File: config.mk
export PLATFORM = sky130hd
export DESIGN_NAME = ctrl_datapath_fsm
export DESIGN_NICKNAME = d
export VERILOG_FILES = /design/src/rtl/ctrl_datapath_fsm.sv
export SDC_FILE = /design/constraint.sdc
export NUM_CORES = 1
export LEC_CHECK = 0
export ABC_AREA = 1
export BUFFER_PORTS_ARGS = -buffer_cell sky130_fd_sc_hd__clkbuf_2
export CAP_MARGIN = 0
export CORE_AREA = 2 2 45 47
export DETAILED_ROUTE_END_ITERATION = 16
export DIE_AREA = 0 0 47 49
export PLACE_DENSITY = 0.75
export RECOVER_POWER = 25
export SLEW_MARGIN = 15
export SYNTH_ARGS = -nofsm -noshare
export SYNTH_HDL_FRONTEND = slang
export SYNTH_SLANG_ARGS = --single-unit
File: constraint.sdc
create_clock -name clk -period 1.7 [get_ports clk]
set_input_delay 0.17 -clock clk [delete_from_list [all_inputs] [get_ports clk]]
set_output_delay 0.17 -clock clk [all_outputs]
set_load 0.1 [all_outputs]
File: src/rtl/ctrl_datapath_fsm.sv
// ctrl_datapath_fsm: Moore-style multicycle control sequencer for the
// MIPS-subset datapath. It drives the operand-select muxes, the ALU function
// and the register/memory/PC enables every cycle, decoded from the current state.
//
// Optional build macro: CTRL_BNE_EN. When it is defined, bne (opcode 0x05) is
// decoded and branch_ne is driven in BRANCH. When it is not defined, 0x05 is
// illegal and branch_ne is tied low.
//
// Ports:
//   clk, reset          rising-edge clock, asynchronous active-high reset
//   opcode, funct       IR[31:26] and IR[5:0]
//   zero                ALU zero flag (the datapath gates PC loads with it)
//   mux_a_control       0=PC, 1=regA
//   mux_b_control       00=regB, 01=4, 10=sext imm, 11=sext imm<<2
//   alu_control         001 add, 010 sub, 011 and, 000 idle
//   pc_write, pc_write_cond, branch_ne, pc_source   PC update controls
//   iord, mem_wr, ir_write                          memory/IR controls
//   a_b_load, alu_out_load                          internal register loads
//   reg_write, reg_dst, mem_to_reg                  register-file write-back
//   illegal_op          one-cycle pulse in DECODE for an unsupported encoding
module ctrl_datapath_fsm #(
  parameter int unsigned WAIT_CYCLES = 1
) (
  input  logic       clk,
  input  logic       reset,
  input  logic [5:0] opcode,
  input  logic [5:0] funct,
  input  logic       zero,
  output logic       mux_a_control,
  output logic [1:0] mux_b_control,
  output logic [2:0] alu_control,
  output logic       pc_write,
  output logic       pc_write_cond,
  output logic       branch_ne,
  output logic [1:0] pc_source,
  output logic       iord,
  output logic       mem_wr,
  output logic       ir_write,
  output logic       a_b_load,
  output logic       alu_out_load,
  output logic       reg_write,
  output logic       reg_dst,
  output logic       mem_to_reg,
  output logic       illegal_op
);

  localparam int unsigned CNT_W = 3;
  localparam logic [CNT_W-1:0] WAIT_LOAD = CNT_W'(WAIT_CYCLES);

  localparam logic [5:0] OP_RTYPE = 6'h00;
  localparam logic [5:0] OP_J     = 6'h02;
  localparam logic [5:0] OP_BEQ   = 6'h04;
  localparam logic [5:0] OP_BNE   = 6'h05;
  localparam logic [5:0] OP_ADDI  = 6'h08;
  localparam logic [5:0] OP_LW    = 6'h23;
  localparam logic [5:0] OP_SW    = 6'h2B;
  localparam logic [5:0] FN_ADD   = 6'h20;
  localparam logic [5:0] FN_SUB   = 6'h22;
  localparam logic [5:0] FN_AND   = 6'h24;

  localparam logic [2:0] ALU_ADD = 3'b001;
  localparam logic [2:0] ALU_SUB = 3'b010;
  localparam logic [2:0] ALU_AND = 3'b011;

  typedef enum logic [3:0] {
    S_RESET, S_FETCH, S_DECODE, S_EXEC_R, S_WB_R, S_EXEC_I, S_WB_I,
    S_MEM_ADDR, S_MEM_READ, S_WB_LOAD, S_MEM_WRITE, S_BRANCH, S_JUMP
  } state_t;

  state_t           state, next_state;
  logic [CNT_W-1:0] cnt, cnt_next;

  // zero is consumed by the datapath's PC gating; the sequencer is pure Moore.
  logic unused_zero;
  assign unused_zero = zero;

  // State and wait-counter registers.
  always_ff @(posedge clk or posedge reset) begin
    if (reset) begin
      state <= S_RESET;
      cnt   <= '0;
    end else begin
      state <= next_state;
      cnt   <= cnt_next;
    end
  end

  // Next-state and output decode.
  always_comb begin
    next_state    = state;
    cnt_next      = '0;
    mux_a_control = 1'b0;
    mux_b_control = 2'b00;
    alu_control   = 3'b000;
    pc_write      = 1'b0;
    pc_write_cond = 1'b0;
    branch_ne     = 1'b0;
    pc_source     = 2'b00;
    iord          = 1'b0;
    mem_wr        = 1'b0;
    ir_write      = 1'b0;
    a_b_load      = 1'b0;
    alu_out_load  = 1'b0;
    reg_write     = 1'b0;
    reg_dst       = 1'b0;
    mem_to_reg    = 1'b0;
    illegal_op    = 1'b0;

    case (state)
      S_RESET: next_state = S_FETCH;
      S_FETCH: begin
        // Instruction is latched and PC+4 written only on the last wait cycle.
        if (cnt == '0) begin
          mux_b_control = 2'b01;
          alu_control   = ALU_ADD;
          pc_write      = 1'b1;
          ir_write      = 1'b1;
          next_state    = S_DECODE;
        end
      end
      S_DECODE: begin
        // Speculatively compute the branch target while registers are read.
        mux_b_control = 2'b11;
        alu_control   = ALU_ADD;
        alu_out_load  = 1'b1;
        a_b_load      = 1'b1;
        case (opcode)
          OP_RTYPE: begin
            if (funct == FN_ADD || funct == FN_SUB || funct == FN_AND) begin
              next_state = S_EXEC_R;
            end else begin
              illegal_op = 1'b1;
              next_state = S_FETCH;
            end
          end
          OP_ADDI:      next_state = S_EXEC_I;
          OP_LW, OP_SW: next_state = S_MEM_ADDR;
          OP_BEQ:       next_state = S_BRANCH;
`ifdef CTRL_BNE_EN
          OP_BNE:       next_state = S_BRANCH;
`endif
          OP_J:         next_state = S_JUMP;
          default: begin
            illegal_op = 1'b1;
            next_state = S_FETCH;
          end
        endcase
      end
      S_EXEC_R: begin
        mux_a_control = 1'b1;
        case (funct)
          FN_ADD:  alu_control = ALU_ADD;
          FN_SUB:  alu_control = ALU_SUB;
          FN_AND:  alu_control = ALU_AND;
          default: alu_control = 3'b000;
        endcase
        alu_out_load = 1'b1;
        next_state   = S_WB_R;
      end
      S_WB_R: begin
        reg_write  = 1'b1;
        reg_dst    = 1'b1;
        next_state = S_FETCH;
      end
      S_EXEC_I, S_MEM_ADDR: begin
        mux_a_control = 1'b1;
        mux_b_control = 2'b10;
        alu_control   = ALU_ADD;
        alu_out_load  = 1'b1;
        if (state == S_EXEC_I)     next_state = S_WB_I;
        else if (opcode == OP_LW)  next_state = S_MEM_READ;
        else                       next_state = S_MEM_WRITE;
      end
      S_WB_I: begin
        reg_write  = 1'b1;
        next_state = S_FETCH;
      end
      S_MEM_READ: begin
        iord = 1'b1;
        if (cnt == '0) next_state = S_WB_LOAD;
      end
      S_WB_LOAD: begin
        reg_write  = 1'b1;
        mem_to_reg = 1'b1;
        next_state = S_FETCH;
      end
      S_MEM_WRITE: begin
        iord       = 1'b1;
        mem_wr     = 1'b1;
        next_state = S_FETCH;
      end
      S_BRANCH: begin
        mux_a_control = 1'b1;
        alu_control   = ALU_SUB;
        pc_source     = 2'b01;
        pc_write_cond = 1'b1;
`ifdef CTRL_BNE_EN
        branch_ne     = (opcode == OP_BNE);
`endif
        next_state    = S_FETCH;
      end
      S_JUMP: begin
        pc_source  = 2'b10;
        pc_write   = 1'b1;
        next_state = S_FETCH;
      end
      default: next_state = S_FETCH;
    endcase

    // Wait counter: count down inside a waiting state, reload on entry.
    if ((state == S_FETCH || state == S_MEM_READ) && cnt != '0) begin
      cnt_next = cnt - CNT_W'(1);
    end else if (next_state == S_FETCH || next_state == S_MEM_READ) begin
      cnt_next = WAIT_LOAD;
    end
  end

endmodule
# [After elaboration in Yosys (flattened, before gate mapping)]
# Cells that the tools add are included.
[totals] reg_bits=7 input_bits=15 out_inout_bits=20 elab_cells=71
[classes] n_addsub=1 n_eq_ne=22 n_mux=30 reduce_logical=16
[op_table] cell="one-hot mux 4 bit (5 select lines)" count=2
[op_table] cell="equality test 6 bit, second input constant" count=5
[op_table] cell="equality test 4 bit, second input constant" count=6
[op_table] cell="equality test 4 x 3 -> 1 bit, second input constant" count=4
[op_table] cell="2-to-1 mux 1 bit" count=16
[op_table] cell="2-to-1 mux 4 bit" count=3
[op_table] cell="one-hot mux 2 bit (3 select lines)" count=2
[op_table] cell="equality test 4 x 1 -> 1 bit, second input constant" count=2
[op_table] cell="equality test 4 x 2 -> 1 bit, second input constant" count=2
[op_table] cell="one-hot mux 2 bit (4 select lines)" count=1
[op_table] cell="OR reduction 4 bit" count=2
[op_table] cell="equality test 6 x 2 -> 1 bit, second input constant" count=1
[op_table] cell="equality test 6 x 3 -> 1 bit, second input constant" count=1
[op_table] cell="equality test 6 x 4 -> 1 bit, second input constant" count=1
[op_table] cell="logical NOT 6 bit" count=1
[op_table] cell="OR reduction 2 bit" count=3
[op_table] cell="OR reduction 3 bit" count=2
[op_table] cell="OR reduction 5 bit" count=1
[op_table] cell="logical OR 1 bit" count=4
[op_table] cell="2-to-1 mux 2 bit" count=2
[op_table] cell="one-hot mux 1 bit (2 select lines)" count=2
[op_table] cell="one-hot mux 2 bit (2 select lines)" count=1
[op_table] cell="logical NOT 3 bit" count=1
[op_table] cell="2-to-1 mux 3 bit" count=1
[op_table] cell="other kinds (3)" count=3

# [Logic depth before layout (Yosys ltp)]
[logic_depth] word_depth=10 mapped_depth=11 depth_no_buf=11

# [Worst setup path after synthesis]
# OpenSTA, ideal clock, no wires.
[synth_timing] path_kind="reg2out" from="register state[2]" to="output port alu_control[0]" arrival_ns=4.208 required_time_ns=1.530 path_slack_ns=-2.678 stages_incl_launch_ff=4 path_buffers=0 path_cell_list="dfrtp_1 -> nor2_1 -> nand2_1 -> o311ai_0"
[synth_via] elab_chain_len=3 elab_cells_between_ends=8 cone_classes="eq/ne (6); mux (1); reduce/logical (1)"
[synth_rtl] element="start, declared" line="70" source="state_t state, next_state;"
[synth_rtl] element="start signal, assigned" line="83" source="state <= next_state;"
[synth_rtl] element="equality test 4 x 3 -> 1 bit / equality test 4 x 2 -> 1 bit (equally long branches)" line="109" source="case (state)"
[synth_rtl] element="OR reduction 3 bit (no line)"
[synth_rtl] element="one-hot mux 2 bit (4 select lines) *" line="109"
[synth_rtl] element="end, declared" line="31" source="output logic [2:0] alu_control,"
# Mark *: on every way between the ends. The rest lies on a longest branch, timed or not.

# [Final worst setup path]
[layout_timing] from="register state[0]" to="output port pc_source[1]"
[layout_via] elab_chain_len=2 elab_cells_between_ends=3 cone_classes="eq/ne (2); mux (1)"
[layout_rtl] element="equality test 4 bit" line="109"
[layout_rtl] element="one-hot mux 2 bit (2 select lines) *" line="109"
[layout_rtl] element="end, declared" line="35" source="output logic [1:0] pc_source,"
# Marked as above.

==> results.toml <==
[synth]
synthesis.area_um2 = 787.0
synth_seq_area_share_pct = 22.26
synth-edff-count = 0
syn_avg_cell_area_um2 = 5.830
ys_warn_count = 0
synth_fa_ha_area_share_pct = 3.180
synth_top_area_share_pct = 22.26
ys_types = 25
synth_xor_area_share_pct = 1.113
synth-compound-area-share_pct = 8.903
yosysTopAreaCell = "dfrtp_1"
async_flop_share_pct = 100.0
synth-main-ff-cell = "dfrtp_1"
synth_cells = 135
synth_top_family_by_area = "simple AND/OR/NAND/NOR gates"
synth-seq-cells = 7
synth_top_cells_by_area = "dfrtp_1 (22%), nand2_1 (15%), nor2_1 (13%)"
synth.area.mux_share_pct = 0
yosys.area_share.simple_pct = 47.85

[sta]
setup_viol = 0
rsz0062_at_grt = "yes"
hold_viol_final = 0
fin_crit_sh_pct = 99.65
period_minus_slack_ns = 1.694
holdWs_ns = 0.3673
slew_viol_final = 0
fmax_ghz = 0.5903
fin_skew_ns = 0.004214
fin_setup_tns_ns = 0

[floorplan]
die_h_um = 49
num_rows = 16
die_area_um2 = 2303
start_util_pct = 42.73
pin_count = 35
die_w_um = 47
fp.coreArea_um2 = 1842

[final_layout]
n_antenna_cell = 0
area_delta_synth_final_pct = 88.55
final_cell_mix = "nand2_1 (27), nor2_1 (22), buf_12 (18)"
drive_above_1_share_pct = 49.45
nets = 200
multi_input_area_um2 = 601.8
fill_cells = 117
final_common_cell = "nand2_1"
final-seq-area_um2 = 180.2
finalInstanceArea_um2 = 1484

[global_routing]
antenna_found_initial = 0
grt_pass1_wl_mm = 3.857
busiest_layer = "met2"
grt_pass1_vias = 956
gr-usage-all-layers_pct = 22.83
met2_usage_pct = 41.32
gr-total-overflow = 0
grt_max_degree = 8
met1_usage_pct = 24.65
met3_usage_pct = 2.222

[route]
via_count = 1022
wl_per_cell_um = 12.66
drc = 0
drtIter0Drc = 14
viasPerCell = 4.890
drt_first_pass_iters = 4
drt-total-wl_mm = 2.646
antenna_left = 0

[cts]
clkLatencyLatePin_ns = 0.25
cts_buffer_depth = 2
cts_root_buffer = "clkbuf_4"
cts.sinks = 7
clkSlewWorstSetupHoldPaths_ns = 0.05
cts_buffers = 3
h-tree-depth = 1
cts_tree = "yes"

[place]
placed_area_um2 = 1319
gp_congestion = 0.9340
port_buffers = 31
dp_hpwl_mm = 1.914

[setup_path]
critPathKind = "reg -> out"
worst-endpoint-arrival_ns = 1.52
crit_buf_inv = 1
cp_common_cell = "nor2_1"
critPathRequiredTime_ns = 1.53
slowest_stage = "dfrtp_2"
end_kind = "output pin"
startpoint_type = "flip-flop"
endpoint = "pc_source[1]"
rr_worst_depth = 11
max_stage_delay_ns = 0.46
r2r-end = "cnt[0]$_DFF_PP0_"
cp_top_family = "simple AND/OR/NAND/NOR gates"
r2r-start = "state[0]$_DFF_PP0_"
cp_cell_sequence = "nor2_1 -> nand2_1 -> nor2_1 -> buf_12"
rrSetupSlack_ns = 0.12
cp.depth = 4
crit_fanout = 7
worstSetupStartpoint = "state[0]$_DFF_PP0_"

[worst_hold_path]
min_path_type = "in -> async"

[run_status]
outcome = "finished clean"

[job]
drv_cap = 0
==> flip-flops by register name (all words and copies together) (netlist names) <==
| register | cells |
|---|---|
| cnt | 3 |
| state | 4 |
==> per-layer routing <==
metal	vias to the layer above	part of all wire, %
met3	9	2.9
met1	479	38
met4	0	4.0
met2	31	55
met5	-	0
li1	503	-
==> per-stage QoR <==
stage | instances | utilization, % | setup slack, ns
CTS | 204 | 77.79 | 0.003540
floorplan | 136 | - | -0.4226
detailed placement | 192 | 71.60 | 0.1108
finish | 209 | 80.57 | 0.005980
global placement | 192 | 71.60 | 0.1732
global route | 209 | 80.57 | -0.02296
==> final cells by class <==
class,instances,area share [%]
flip-flops and latches,7,12.14
multi-input cells,100,40.56
clock buffers,4,1.771
well taps,27,2.277
inverters,25,6.577
repair buffers,46,36.68
==> tightest hold or removal path, cell delays in order <==
cell and delay (ns):
dlygate4sd3_1 0.53, clkbuf_2 0.10, inv_1 0.20
==> Yosys cell counts (2+ instances only) <==
library cell  number
nor2_1            28
ha_1               2
a21oi_1            3
buf_4              3
nand2_1           31
nand3_1           11
nand4_1            2
nor2_2             3
nand2_2            6
inv_2              4
nand3_2            2
inv_1             21
dfrtp_1            7
==> kinds of logic (layout without fill, tap and decap cells) <==
family	Yosys count	in the layout
xor+xnor	1	1
simple gates	84	84
buf+inv	29	75
compound gates	11	11
fa+ha+maj	2	2
flops	7	7
other cells	1	2
==> timing repair <==
item / in CTS / in global routing
hold buffers: 1 / 0
pin swaps: 2 / 6
setup buffers: 7 / 5
endpoints found under the setup margin: 5 / 8
gates resized for setup: 8 / 10
hold endpoints to repair: 7 / 0
==> worst min path at each step <==
stage          slack [ns]          endpoint   from  cells past startpoint
2_1_floorplan       -0.03  cnt[0]$_DFF_PP0_  reset                      1
3_3_place_gp         0.08  cnt[1]$_DFF_PP0_  reset                      2
3_5_place_dp         0.09  cnt[2]$_DFF_PP0_  reset                      2
4_1_cts              0.37  cnt[2]$_DFF_PP0_  reset                      3
5_1_grt              0.39  cnt[2]$_DFF_PP0_  reset                      3
6_report             0.37  cnt[2]$_DFF_PP0_  reset                      3
Power is left out: the tool's default activity adds up to more than one toggle a clock period on the data nets, which glitch-free logic cannot reach.
